<file path="src/rtl/step_pulse_gen.sv">
// -----------------------------------------------------------------------------
// step_pulse_gen
//   Multi-channel stepper pulse generator. Each channel runs its own
//   IDLE/SETUP/HIGH/LOW/COOL machine. It emits a programmed number of step
//   pulses with a period of 2*hp clocks. A direction setup delay comes before
//   the first pulse and a cooldown window follows each move. A move can be
//   aborted, and the channel then reports the steps it did not issue.
//
// Ports
//   clk          system clock
//   reset        asynchronous, active-low reset
//   start        per-channel start strobe (accepted only while idle)
//   abort        per-channel abort strobe (acts in SETUP/HIGH/LOW)
//   dir_in       per-channel direction, latched at an accepted start
//   half_period  per-channel half-period in clocks, ch i at [i*DIV_W +: DIV_W]
//   step_count   per-channel steps to emit, ch i at [i*CNT_W +: CNT_W]
//   step_out     step pulses to the driver
//   dir_out      direction to the driver, holds the last latched value
//   busy         channel is in SETUP/HIGH/LOW/COOL
//   done         1-cycle strobe on completion or abort
//   remaining    per-channel steps not yet completed
// -----------------------------------------------------------------------------
module step_pulse_gen #(
  parameter int CHANNELS  = 4,
  parameter int DIV_W     = 32,
  parameter int CNT_W     = 31,
  parameter int DIR_SETUP = 8,
  parameter int COOLDOWN  = 5
) (
  input  logic                      clk,
  input  logic                      reset,
  input  logic [CHANNELS-1:0]       start,
  input  logic [CHANNELS-1:0]       abort,
  input  logic [CHANNELS-1:0]       dir_in,
  input  logic [CHANNELS*DIV_W-1:0] half_period,
  input  logic [CHANNELS*CNT_W-1:0] step_count,
  output logic [CHANNELS-1:0]       step_out,
  output logic [CHANNELS-1:0]       dir_out,
  output logic [CHANNELS-1:0]       busy,
  output logic [CHANNELS-1:0]       done,
  output logic [CHANNELS*CNT_W-1:0] remaining
);

  typedef enum logic [2:0] {
    ST_IDLE  = 3'd0,
    ST_SETUP = 3'd1,
    ST_HIGH  = 3'd2,
    ST_LOW   = 3'd3,
    ST_COOL  = 3'd4
  } state_t;

  localparam logic [DIV_W-1:0] DIV_ZERO = {DIV_W{1'b0}};
  localparam logic [DIV_W-1:0] DIV_ONE  = DIV_W'(1);
  localparam logic [CNT_W-1:0] CNT_ZERO = {CNT_W{1'b0}};
  localparam logic [CNT_W-1:0] CNT_ONE  = CNT_W'(1);

  // SETUP is entered on the accept edge and counts DIR_SETUP down to 0. The
  // first rise therefore lands DIR_SETUP+1 edges after the accept edge. With
  // DIR_SETUP==0 this is the single edge needed to register step_out.
  localparam logic [DIV_W-1:0] SETUP_LOAD = DIV_W'(DIR_SETUP);
  localparam logic [DIV_W-1:0] COOL_LOAD  = (COOLDOWN > 0) ? DIV_W'(COOLDOWN - 1) : DIV_ZERO;

  // A move that ends (normally or by abort) goes through COOL unless no
  // cooldown is configured, in which case it drops straight to IDLE.
  localparam state_t END_STATE = (COOLDOWN == 0) ? ST_IDLE : ST_COOL;
  localparam logic   END_BUSY  = (COOLDOWN == 0) ? 1'b0 : 1'b1;

  for (genvar g = 0; g < CHANNELS; g++) begin : g_ch
    state_t           r_state;
    logic [DIV_W-1:0] r_hp;
    logic [DIV_W-1:0] r_cnt;
    logic [CNT_W-1:0] r_rem;
    logic             r_step;
    logic             r_dir;
    logic             r_busy;
    logic             r_done;
    logic [DIV_W-1:0] w_hp_in;
    logic [CNT_W-1:0] w_cnt_in;
    logic             w_cnt_zero;

    assign w_hp_in    = half_period[g*DIV_W +: DIV_W];
    assign w_cnt_in   = step_count[g*CNT_W +: CNT_W];
    assign w_cnt_zero = (r_cnt == DIV_ZERO);

    // Per-channel move FSM with all outputs registered alongside the state.
    always_ff @(posedge clk or negedge reset) begin
      if (!reset) begin
        r_state <= ST_IDLE;
        r_hp    <= DIV_ONE;
        r_cnt   <= DIV_ZERO;
        r_rem   <= CNT_ZERO;
        r_step  <= 1'b0;
        r_dir   <= 1'b0;
        r_busy  <= 1'b0;
        r_done  <= 1'b0;
      end else begin
        r_done <= 1'b0;
        case (r_state)
          ST_IDLE: begin
            if (start[g] && !abort[g]) begin
              r_hp  <= (w_hp_in == DIV_ZERO) ? DIV_ONE : w_hp_in;
              r_rem <= w_cnt_in;
              r_dir <= dir_in[g];
              if (w_cnt_in == CNT_ZERO) begin
                r_done <= 1'b1;
              end else begin
                r_state <= ST_SETUP;
                r_cnt   <= SETUP_LOAD;
                r_busy  <= 1'b1;
              end
            end
          end
          ST_SETUP: begin
            if (abort[g]) begin
              r_state <= END_STATE;
              r_busy  <= END_BUSY;
              r_cnt   <= COOL_LOAD;
              r_done  <= 1'b1;
            end else if (w_cnt_zero) begin
              r_state <= ST_HIGH;
              r_step  <= 1'b1;
              r_cnt   <= r_hp - DIV_ONE;
            end else begin
              r_cnt <= r_cnt - DIV_ONE;
            end
          end
          ST_HIGH: begin
            // A pulse cut short by abort still counts as issued.
            if (abort[g]) begin
              r_state <= END_STATE;
              r_busy  <= END_BUSY;
              r_cnt   <= COOL_LOAD;
              r_step  <= 1'b0;
              r_rem   <= r_rem - CNT_ONE;
              r_done  <= 1'b1;
            end else if (w_cnt_zero) begin
              r_state <= ST_LOW;
              r_step  <= 1'b0;
              r_cnt   <= r_hp - DIV_ONE;
              r_rem   <= r_rem - CNT_ONE;
            end else begin
              r_cnt <= r_cnt - DIV_ONE;
            end
          end
          ST_LOW: begin
            if (abort[g] || (w_cnt_zero && (r_rem == CNT_ZERO))) begin
              r_state <= END_STATE;
              r_busy  <= END_BUSY;
              r_cnt   <= COOL_LOAD;
              r_done  <= 1'b1;
            end else if (w_cnt_zero) begin
              r_state <= ST_HIGH;
              r_step  <= 1'b1;
              r_cnt   <= r_hp - DIV_ONE;
            end else begin
              r_cnt <= r_cnt - DIV_ONE;
            end
          end
          ST_COOL: begin
            if (w_cnt_zero) begin
              r_state <= ST_IDLE;
              r_busy  <= 1'b0;
            end else begin
              r_cnt <= r_cnt - DIV_ONE;
            end
          end
          default: begin
            r_state <= ST_IDLE;
            r_step  <= 1'b0;
            r_busy  <= 1'b0;
          end
        endcase
      end
    end

    assign step_out[g]                 = r_step;
    assign dir_out[g]                  = r_dir;
    assign busy[g]                     = r_busy;
    assign done[g]                     = r_done;
    assign remaining[g*CNT_W +: CNT_W] = r_rem;
  end

endmodule

</file>
<file path="config.mk">
export PLATFORM = sky130hd
export DESIGN_NAME = step_pulse_gen
export DESIGN_NICKNAME = d
export VERILOG_FILES = /design/src/rtl/step_pulse_gen.sv
export SDC_FILE = /design/constraint.sdc
export NUM_CORES = 1
export LEC_CHECK = 0
export CELL_PAD_IN_SITES_DETAIL_PLACEMENT = 2
export CELL_PAD_IN_SITES_GLOBAL_PLACEMENT = 2
export CORE_MARGIN = 2
export CORE_UTILIZATION = 34
export CTS_BUF_LIST = sky130_fd_sc_hd__clkbuf_8
export DETAILED_ROUTE_END_ITERATION = 7
export GPL_ROUTABILITY_DRIVEN = 0
export PLACE_DENSITY = 0.94
export SYNTH_ARGS = -nofsm -noshare
export SYNTH_HDL_FRONTEND = slang
export SYNTH_SLANG_ARGS = --single-unit
</file>
<file path="constraint.sdc">
create_clock -name clk -period 3.55 [get_ports clk]
set_input_delay 1.065 -clock clk [delete_from_list [all_inputs] [get_ports clk]]
set_output_delay 1.065 -clock clk [all_outputs]
set_load 0.005 [all_outputs]
</file>
; Word-level counts from Yosys, hierarchy flattened
; Cells that the tools add are included.
[word_totals]
ff_bits = 408
output_inout_bits = 140
wordCells = 324
[classes]
bitwise_logic = 4
add_sub_neg = 12
eq_ne = 52
n_mux = 148
reduce_logical = 76
[ops]
columns = op, count
row1 = $mux 32, 28
row2 = $pmux 32 s4, 4
row3 = $mux 31, 12
row4 = $logic_not 32->1, 8
row5 = $sub 32x1->32 const B, 8
row6 = $logic_not 31->1, 8
row7 = $pmux 31 s2, 4
row8 = $sub 31x1->31 const B, 4
row9 = $mux 3, 32
row10 = $pmux 3 s5, 4
row11 = $ne 2x2->1 const B, 28
row12 = $mux 1, 52
row13 = $reduce_and 4->1, 12
row14 = $pmux 1 s4, 8
row15 = $eq 3x2->1 const B, 8
row16 = $reduce_and 5->1, 4
row17 = $reduce_bool 4->1, 4
row18 = $reduce_or 2->1, 8
row19 = $eq 3x1->1 const B, 4
row20 = $eq 3x3->1 const B, 4
row21 = $logic_not 3->1, 4
row22 = $ne 3x3->1 const B, 4
row23 = $pmux 1 s3, 4
row24 = $reduce_and 3->1, 4
row25 = other kinds (7), 32

; Depth between registers and ports, before layout
; Gate-level depths: netlist of run 1.
[logic_depth]
ltp_word = 5
ltp_mapped = 10
mapped_depth_nobuf = 8

; Worst setup path before layout of run 1
; Ideal clock, no wire load.
[synth_timing]
kind = in2reg
from = input step_count[111]
to = register g_ch[3].r_cnt[23]
required_time_ns = 3.470
t_arrival_ns = 2.658
stages = 8
slack_ns = 0.812
path_cell_list = nor4_1 nand2_1 nor4_1 o31a_1 clkbuf_1 clkbuf_1 a211oi_1 o22ai_2
[synth_between]
elab_chain_len = 3
[synth_rtl]
columns = element, line_no
row1 = "start, declared", 36  ; input logic [CHANNELS*CNT_W-1:0] step_count,
row2 = $logic_not 31->1, 104  ; if (w_cnt_in == CNT_ZERO) begin
row3 = $ne 2x2->1 (no source line), -
row4 = $reduce_and 4->1 (no source line), -
row5 = "end signal, assigned", 122  ; r_cnt <= r_hp - DIV_ONE;
row6 = "end signal, assigned", 124  ; r_cnt <= r_cnt - DIV_ONE;
row7 = "end signal, assigned", 139  ; r_cnt <= r_hp - DIV_ONE;
row8 = "end, declared", 71  ; logic [DIV_W-1:0] r_cnt;
; No other way between the ends.
; A chain may end at the register's enable or synchronous reset.

; Worst setup path in the final report of run 1
[layout_timing]
from = register g_ch[1].r_cnt[15]
to = register g_ch[1].r_cnt[16]
[layout_between]
elab_chain_len = 5
[layout_rtl]
columns = element, line_no
row1 = "start, declared", 71
row2 = "start signal, assigned", 122
row3 = "start signal, assigned", 124
row4 = "start signal, assigned", 139
row5 = branches (longest 5 deep; another with $sub 32x1->32), -
; Parallel ways; which one is timed is not known. The select of a mux whose other input is x is not followed.

==> run metrics, run 1 <==
hold_ws=around 0.37 ns; Post-DRT Antenna Nets=0; gr busiest metal=met2; GR Layer Usage met2=57.8%; endpoint type of the worst setup path=flop; Post-Route WL=between 100000 and 150000 um; TritonCTS clock tree=done; FMAX=285 MHz; top post-synthesis cells by count=404 x dfrtp_1, 272 x nor2_1, 253 x o21ai_0, 251 x nand2_1, 208 x a21oi_1; first-pass GRT wire length=196000 um; Final nets=3702; Final Max Tran Viols=0; crit start category=flop; Cell Count, Final, Fillers Out=4466; initial core utilization=34.3%; Vias/cell=6.35; area overhead of the layout relative to synthesis=29.4%; syn_nets=3264; CP arrival=slightly above 4 ns; Die Ht=278 um; IO buf count=405; P_sw=12.2 mW; slew margin rel.=25.3%; count leader, synth=dfrtp_1; htree depth=3; ys flop type=dfrtp_1; met3 Track Usage GR=4.68%; Vias=28375; period utilisation layout=between 90 and 100%; Area contributors post-synth=dfrtp_1 40%, o21ai_0 5.0%, mux2_2 4.2%, a21oi_1 4.1%, nor2_1 4.0%; Placed Cells=approximately 4300; CP required=between 4 and 5 ns; Final Hold Fails=0; largest net degree at the start of global routing=78; CTS sink cnt=408; maximum fanout along the worst path=16; DP HPWL=a little over 80000 um; Least-Margin Pin Slew=1.11 ns; post-synthesis cell type count=around 80; Pre-antenna DRT Iters=7; minimum clock period=3.51 ns; clock power share=21.2%; Logic pwr share=about 46%; grt met1 use=36.4%; DRC marker count from the first detailed-route iteration=2183; core area=0.0743 mm^2; RSZ-0062 raised after global routing=no; max cap viols=0; WL/cell=28.3 um; mapped cell area=0.0255 mm^2; Sw Ratio=a little under half; fraction of layout cells with a size suffix above 1=12.3%; setup TNS=0 ns; leading area contributor after synthesis=dfrtp_1; PwrDens=793 mW/mm^2; clock insertion delay at the later pin of the skew report=~0.7 ns; die span in x=278 um; post-synthesis sequential area ratio=40.1%; full die area=about 0.077 mm^2; total track usage=between 30% and 40%; post-synth top area share=39.7%; Peak supply drop=0.434 mV; setup violators final=0; antenna violations before repair=13; Leak=roughly 13 nW; vias in the first global route=31709; Setup Skew=0.0558 ns; Finished Core Util=44.4%; Ports=about 400; register share of total power=32.8%; grt total ovfl=0; FP Rows=100; cell internal pwr=14.0 mW; status=completed; Min-Delay Path Class=input pin to async pin; crit path kind=flop to flop; Synth warnings=0; DRC Markers=0; Num CTS Buffers=82; maximum root-to-sink buffer count=3; Async S/R FF share, synth=100%; clk root buf=clkbuf_8; fill count=7952; Mapped Cells=2978; postcts setup bufs=0; Yosys reg bits=408; mean post-synth cell area=8.56 um^2; count of flip-flops with a built-in enable after synthesis=0; CTS clock-pin slew for the worst setup and hold paths=0.07 ns
-- routing by layer --
metal | share of wire (%) | vias up
met5 | 0 | -
met4 | 4.9 | 0
met3 | 4.5 | 418
met2 | 52 | 1097
met1 | 38 | 14707
li1 | - | 12153
-- stage by stage --
step	setup WS (ns)	power, mW	instance area [um^2]
2_1_floorplan	0.812	14.2	25500
3_3_place_gp	0.130	18.6	31100
3_5_place_dp	-0.0430	19.7	31100
4_1_cts	0.0336	25.9	32900
5_1_grt	0.00676	27.5	33000
6_report	0.0437	26.2	33000
-- final timing paths --
check                                         startpoint                       endpoint  slack, ns  cells after the start
setup / recovery           g_ch[1].r_cnt[15]$_DFFE_PN0P_  g_ch[1].r_cnt[16]$_DFFE_PN0P_       0.04                      8
hold / removal                                     reset   g_ch[2].r_rem[8]$_DFFE_PN0P_       0.37                      1
setup reg to reg           g_ch[1].r_cnt[15]$_DFFE_PN0P_  g_ch[1].r_cnt[16]$_DFFE_PN0P_       0.04                      8
hold reg to reg                g_ch[2].r_dir$_DFFE_PN0P_      g_ch[2].r_dir$_DFFE_PN0P_       0.52                      1
max in group asynchronous                          reset   g_ch[1].r_hp[26]$_DFFE_PN0P_       2.27                      2
min in group clk               g_ch[2].r_dir$_DFFE_PN0P_      g_ch[2].r_dir$_DFFE_PN0P_       0.52                      1
-- critical path, cell delays in order, from the launching register on --
cell and delay (ns):
dfrtp_1 0.48, nor4_1 0.48, nand3_1 0.27, buf_4 0.25, or3_1 0.52, nor3_2 0.43
buf_4 0.34, a21oi_1 0.14, o21ai_0 0.43
-- flip-flops by register name (all words and copies together), names as in the netlist --
register / flops
g_ch.r_busy: 4
g_ch.r_cnt: 128
g_ch.r_dir: 4
g_ch.r_done: 4
g_ch.r_hp: 128
g_ch.r_rem: 124
g_ch.r_state: 12
g_ch.r_step: 4
-- placed cells by master (no fill, tap or decap), types with 60 or more instances in the layout --
| cell | instances |
|---|---|
| nor2_1 | 271 |
| dfrtp_1 | 404 |
| nor4_1 | 161 |
| nor3_1 | 172 |
| mux2_2 | 95 |
| xnor2_1 | 60 |
| a21oi_1 | 208 |
| a22oi_1 | 67 |
| clkbuf_8 | 104 |
| nand2_1 | 251 |
| inv_1 | 80 |
| xor2_1 | 61 |
| clkdlybuf4s50_1 | 404 |
| buf_4 | 110 |
| o21ai_0 | 251 |
-- power by group through the flow --
stage | registers (mW) | clock network, mW | logic (mW)
after floorplan | 7.67 | 0 | 6.50
final | 8.58 | 5.56 | 12.0
after global routing | 8.78 | 5.83 | 12.9
after global placement | 8.21 | 0 | 10.4
after CTS | 8.49 | 5.63 | 11.8
after detailed placement | 8.44 | 0 | 11.3
-- cell type report --
cell class,instances,area [um^2],share of cell area [%]
Clock buffer,104,1430,4.34
Clock inverter,48,384,1.16
Timing Repair Buffer,527,5120,15.5
Antenna cell,13,32.5,0.0986
Inverter,62,233,0.705
Multi-Input combinational cell,2335,14400,43.5
Tap cell,969,1210,3.67
Sequential cell,408,10200,31.0
-- logic make-up after synthesis --
kind of cell | count (synthesis) | share of synthesized area [%]
AND/OR/NAND/NOR | 1189 | 23.8
AO/OA/AOI/OAI | 908 | 22.8
flip-flops | 408 | 40.1
buffers and inverters | 235 | 3.95
XOR/XNOR | 121 | 4.16
multiplexers | 97 | 4.28
adder cells (fa/ha/maj) | 20 | 0.982
-- what timing repair did --
item / CTS / global route
resized for setup: 0 / 4
setup endpoints to repair: 0 / 8
hold buffers: 0 / 0
(Power assumes the default switching activity.)
==> run 2: changes to the inputs <==
- CORE_ASPECT_RATIO: default -> 2
==> run 2 against run 1 <==
Net effect: sequential share of layout area grew 0.098 points; first-iteration DRC count down 9.2%; design area is 0.31% lower; critical path type unchanged; register-to-register slack worse by 0.03 ns; fmax down 0.77%; flip-flop and latch count did not move; clock power down 15%; via count grew 2.0%; sequential power about the same.
==> run metrics, run 2 (synthesized netlist as in run 1, its figures left out) <==
Buf/Inv on CP=1 (was 2); Crit. Startpoint=g_ch[0].r_rem[26]$_DFFE_PN0P_ (was g_ch[1].r_cnt[15]$_DFFE_PN0P_); total track usage=34.3% (was 31.8%); maximum fanout along the worst path=21 (was 16); CP peak stage delay=0.72 ns (was 0.52 ns); setup violators final=0 (unchanged); postcts setup bufs=0 (unchanged); full die area=0.0773 mm^2 (was 0.0772 mm^2); Sw Ratio=48.3% (was 46.5%); Leak=13.0 nW (was 13.1 nW); htree depth=3 (unchanged); Final Hold Fails=0 (unchanged); status=completed (unchanged); register share of total power=32.4% (was 32.8%); vias in the first global route=32837 (was 31709); Ports=406 (unchanged); Final Max Tran Viols=0 (unchanged); Vias/cell=6.52 (was 6.35); critical path endpoint=g_ch[0].r_cnt[3]$_DFFE_PN0P_ (was g_ch[1].r_cnt[16]$_DFFE_PN0P_); DRC marker count from the first detailed-route iteration=1982 (was 2183); post-CTS sizing=0 (unchanged); fill count=8052 (was 7952); most used cell, CP=or4_1 (was buf_4); die span in x=198 um (was 278 um); endpoint type of the worst setup path=flop (unchanged); initial core utilization=34.2% (was 34.3%); minimum clock period=3.53 ns (was 3.51 ns); clk root buf=clkbuf_8 (unchanged); FP Rows=142 (was 100); IO buf count=405 (unchanged); WL/cell=30.3 um (was 28.3 um); PwrDens=802 mW/mm^2 (was 793 mW/mm^2); Vias=28937 (was 28375); CTS sink cnt=408 (unchanged); Logic pwr share=49.7% (was 46.0%); Register-to-Register Path Depth=7 (was 8); final worst slack=0.0164 ns (was 0.0437 ns); slew margin rel.=14.8% (was 25.3%); Setup Skew=0.0644 ns (was 0.0558 ns); crit start category=flop (unchanged); max cap viols=0 (unchanged); Num CTS Buffers=69 (was 82); Post-DRT Antenna Nets=0 (unchanged); Least-Margin Pin Slew=1.27 ns (was 1.11 ns); reg2reg setup slack=0.02 ns (was 0.04 ns); Peak supply drop=0.403 mV (was 0.434 mV); setup TNS=0 ns (unchanged); R2R Path End=g_ch[0].r_cnt[3]$_DFFE_PN0P_ (was g_ch[1].r_cnt[16]$_DFFE_PN0P_); fraction of layout cells with a size suffix above 1=12.4% (was 12.3%); crit path cell chain=or4_1 > or4_1 > nor4_2 > a21oi_1 > buf_4 > a221oi_1 > a211oi_1 (was nor4_1 > nand3_1 > buf_4 > or3_1 > nor3_2 > buf_4 > a21oi_1 > o21ai_0); Levels on crit path=7 (was 8); P_sw=12.7 mW (was 12.2 mW); Largest regs=g_ch.r_cnt (128), g_ch.r_hp (128), g_ch.r_rem (124) (unchanged); most frequent cells in the layout=404 x dfrtp_1, 404 x clkdlybuf4s50_1, 271 x nor2_1 (unchanged); Die Ht=391 um (was 278 um); Setup WS pre-CTS=0.0180 ns (was -0.0430 ns); Min-Delay Path Class=input pin to async pin (unchanged); first-pass GRT wire length=203000 um (was 196000 um); Post-Route WL=135000 um (was 126000 um); largest net degree at the start of global routing=72 (was 78); CP required=4.17 ns (was 4.09 ns); clock power share=17.9% (was 21.2%); crit path kind=flop to flop (unchanged); CP arrival=4.16 ns (was 4.05 ns); Slowest-stage cell, CP=or4_1 (was or3_1); period utilisation layout=99.5% (was 98.8%); Final nets=3727 (was 3702); antenna violations before repair=25 (was 13); clock insertion delay at the later pin of the skew report=0.76 ns (was 0.70 ns); hold_ws=0.334 ns (was 0.366 ns); core area=0.0746 mm^2 (was 0.0743 mm^2); FMAX=283 MHz (was 285 MHz); grt total ovfl=0 (unchanged); DRC Markers=0 (unchanged); Pre-antenna DRT Iters=6 (was 7); CP top delay family=simple AND/OR/NAND/NOR gates (unchanged); CTS Hold Bufs=0 (unchanged); area overhead of the layout relative to synthesis=29.0% (was 29.4%); CTS clock-pin slew for the worst setup and hold paths=0.08 ns (was 0.07 ns); cell internal pwr=13.7 mW (was 14.0 mW); TritonCTS clock tree=done (unchanged); DP HPWL=93400 um (was 83000 um); worst r2r src=g_ch[0].r_rem[26]$_DFFE_PN0P_ (was g_ch[1].r_cnt[15]$_DFFE_PN0P_); maximum root-to-sink buffer count=3 (unchanged)
## run 2: cell types whose count changed in the layout (fill, tap and decap cells not counted), sizes merged
cell	previous run	this run
diode	13	14
bufinv	5	2
buf	123	161
clkinv	19	10
inv	83	76
clkbuf	104	89
## run 2: metrics by stage
step,instance area [um^2],util (%),power [mW],instances
2_1_floorplan,25500,-,14.2,2978
3_3_place_gp,31400,42.1,19.5,4306
3_5_place_dp,31400,42.1,20.5,4306
4_1_cts,32800,44.0,25.9,4424
5_1_grt,32900,44.1,27.5,4433
6_report,32900,44.1,26.4,4438
## run 2: power by group through the flow
stage          logic, mW  registers (mW)  clock network [mW]
2_1_floorplan       6.50            7.67                   0
3_3_place_gp        11.3            8.20                   0
3_5_place_dp        12.1            8.41                   0
4_1_cts             12.7            8.46                4.80
5_1_grt             13.8            8.74                4.97
6_report            13.1            8.56                4.72
## run 2: metal layers
metal	vias up	GRT usage (%)	routed length, um
met5	-	0	141
met2	1531	62.0	68400
li1	12167	-	-
met4	22	25.0	11500
met1	14544	33.2	44300
met3	673	9.00	10200
## run 2: cell type report
class                           instances  area [um^2]  area share (%)
Antenna cell                           14         35.0           0.107
Clock buffer                           89         1220            3.72
Clock inverter                         29          193           0.586
Inverter                               62          233           0.708
Multi-Input combinational cell       2335        14300            43.6
Sequential cell                       408        10200            31.1
Tap cell                              936         1170            3.56
Timing Repair Buffer                  565         5470            16.6
## run 2: worst min path at each step
| stage | start | endpoint | cells past startpoint |
|---|---|---|---|
| global route | reset | g_ch[1].r_rem[14]$_DFFE_PN0P_ | 1 |
| floorplan | g_ch[1].r_dir$_DFFE_PN0P_ | g_ch[1].r_dir$_DFFE_PN0P_ | 2 |
| CTS | reset | g_ch[1].r_rem[14]$_DFFE_PN0P_ | 1 |
| detailed placement | g_ch[3].r_dir$_DFFE_PN0P_ | g_ch[3].r_dir$_DFFE_PN0P_ | 2 |
| global placement | g_ch[2].r_busy$_DFFE_PN0P_ | g_ch[2].r_busy$_DFFE_PN0P_ | 2 |
| finish | reset | g_ch[1].r_rem[14]$_DFFE_PN0P_ | 1 |
==> run 3: changes to the inputs <==
- CORE_MARGIN: 2 -> default
- SLEW_MARGIN: default -> 5
==> run 3 against run 2 <==
Net effect: critical path depth did not move; hold slack lost 0.072 ns; die area is 1.5% lower; global-route usage fell by 0.54 points; sequential share of layout area rose by 0.069 points; non-clock buffer count fell by 8; combinational power down 3%; register-to-register slack gained 0.23 ns; clock-buffer cell count is 1 higher.
==> run metrics, run 3 (synthesized netlist as in run 1, its figures left out) <==
CP peak stage delay=0.59 ns (was 0.72 ns); vias in the first global route=32633 (was 32837); CTS clock-pin slew for the worst setup and hold paths=0.08 ns (about the same); RSZ-0062 raised after global routing=no; DP HPWL=91900 um (was 93400 um); maximum fanout along the worst path=7 (was 21); grt total ovfl=0 (unchanged); multi-input logic area=0.0144 mm^2 (was 0.0143 mm^2); slew margin rel.=26.3% (was 14.8%); initial core utilization=34.4% (was 34.2%); CP top delay family=simple AND/OR/NAND/NOR gates (unchanged); Vias/cell=6.48 (was 6.52); post-route cell area=0.0328 mm^2 (was 0.0329 mm^2); PwrDens=789 mW/mm^2 (was 802 mW/mm^2); DRC Markers=0 (unchanged); clk root buf=clkbuf_8 (unchanged); Peak supply drop=0.406 mV (was 0.403 mV); Routed met2 length=68000 um (was 68400 um); Cell Count, Final, Fillers Out=4428 (was 4438); minimum clock period=3.31 ns (was 3.53 ns); Ports=406 (unchanged); fill count=8000 (was 8052); crit start category=flop (unchanged); DRC marker count from the first detailed-route iteration=1434 (was 1982); FP Rows=141 (was 142); Post-Route WL=130000 um (was 135000 um); Die Ht=389 um (was 391 um); max cap viols=0 (unchanged); clock insertion delay at the later pin of the skew report=0.76 ns (about the same); endpoint type of the worst setup path=flop (unchanged); CP arrival=3.96 ns (was 4.16 ns); Vias=28677 (was 28937); Top Layer Used=met5 (unchanged); WL/cell=29.4 um (was 30.3 um); antenna violations before repair=18 (was 25); Placed Cells=4291 (was 4306); total track usage=33.7% (was 34.3%); Final Hold Fails=0 (unchanged); Buf/Inv on CP=1 (unchanged); Num CTS Buffers=69 (unchanged); Setup Skew=0.0347 ns (was 0.0644 ns); IO buf count=405 (unchanged); M1 wire length=44100 um (was 44300 um); period utilisation layout=93.1% (was 99.5%); Min-Delay Path Class=input pin to async pin (unchanged); Placed Area=0.0314 mm^2 (about the same); fraction of layout cells with a size suffix above 1=12.2% (was 12.4%); Least-Margin Pin Slew=1.10 ns (was 1.27 ns); Post-DRT Antenna Nets=0 (unchanged); status=completed (unchanged); area overhead of the layout relative to synthesis=28.7% (was 29.0%); die span in x=196 um (was 198 um); postcts setup bufs=0 (unchanged); most frequent cells in the layout=404 x dfrtp_1, 404 x clkdlybuf4s50_1, 271 x nor2_1 (unchanged); largest net degree at the start of global routing=66 (was 72); CTS sink cnt=408 (unchanged); met3 wire len=8530 um (was 10200 um); full die area=0.0761 mm^2 (was 0.0773 mm^2); first-pass GRT wire length=198000 um (was 203000 um); core area=0.0741 mm^2 (was 0.0746 mm^2); sequential cell area=0.0102 mm^2 (unchanged); Final nets=3719 (was 3727); htree depth=3 (unchanged); crit path cell chain=nor4_2 > nand4b_1 > nor3_1 > buf_4 > nand3_1 > a21oi_1 > o21bai_1 (was or4_1 > or4_1 > nor4_2 > a21oi_1 > buf_4 > a221oi_1 > a211oi_1); Largest regs=g_ch.r_cnt (128), g_ch.r_hp (128), g_ch.r_rem (124) (unchanged); setup violators final=0 (unchanged); CP required=4.20 ns (was 4.17 ns); crit path kind=flop to flop (unchanged); Final Max Tran Viols=0 (unchanged); Pre-antenna DRT Iters=8 (was 6); Leak=13.0 nW (about the same); FMAX=303 MHz (was 283 MHz); maximum root-to-sink buffer count=3 (unchanged); Slowest-stage cell, CP=nor4_2 (was or4_1); TritonCTS clock tree=done (unchanged)
==> run 3: repair_timing <==
item                       4_1_cts  5_1_grt
setup endpoints to repair        0        2
resized for setup                0        1
hold buffers                     0        0
==> run 3: path summary, 6_finish.rpt <==
check	start	end	slack, ns	depth (start not counted)
worst max-delay path	g_ch[1].r_cnt[3]$_DFFE_PN0P_	g_ch[1].r_state[2]$_DFFE_PN0P_	0.24	7
worst min-delay path	reset	g_ch[0].r_hp[15]$_DFFE_PN0P_	0.26	1
worst max register to register	g_ch[1].r_cnt[3]$_DFFE_PN0P_	g_ch[1].r_state[2]$_DFFE_PN0P_	0.24	7
worst min register to register	g_ch[3].r_dir$_DFFE_PN0P_	g_ch[3].r_dir$_DFFE_PN0P_	0.50	2
max in group asynchronous	reset	g_ch[2].r_hp[0]$_DFFE_PN1P_	2.35	2
min in group clk	g_ch[3].r_dir$_DFFE_PN0P_	g_ch[3].r_dir$_DFFE_PN0P_	0.50	2
==> run 3: layout make-up <==
cell class	count	share of cell area (%)
Antenna cell	12	0.0915
Clock buffer	90	3.77
Clock inverter	35	0.534
Inverter	62	0.709
Multi-Input combinational cell	2335	43.8
Sequential cell	408	31.1
Tap cell	929	3.54
Timing Repair Buffer	557	16.5
==> run 3: power by group <==
part / internal [mW] / switching, mW / leakage [nW]
Combinational: 5.01 / 7.66 / 7.05
Sequential: 6.17 / 2.40 / 5.16
Clock: 2.29 / 2.36 / 0.815
Total: 13.5 / 12.4 / 13.0
==> run 3: through the flow <==
step	total power [mW]	util, %	setup TNS [ns]	setup slack (ns)	hold WS (ns)
floorplan	14.2	-	0	0.812	0.447
global placement	19.4	42.3	0	0.0103	0.463
detailed placement	20.3	42.3	-3.13	-0.166	0.473
CTS	25.6	44.2	0	0.313	0.252
global route	26.9	44.3	0	0.143	0.281
finish	25.9	44.3	0	0.244	0.262
==> run 3: per-layer routing <==
layer | up-vias | track usage (%)
li1 | 12165 | -
met1 | 14513 | 32.7
met2 | 1421 | 61.9
met3 | 566 | 7.81
met4 | 12 | 24.6
met5 | - | 0
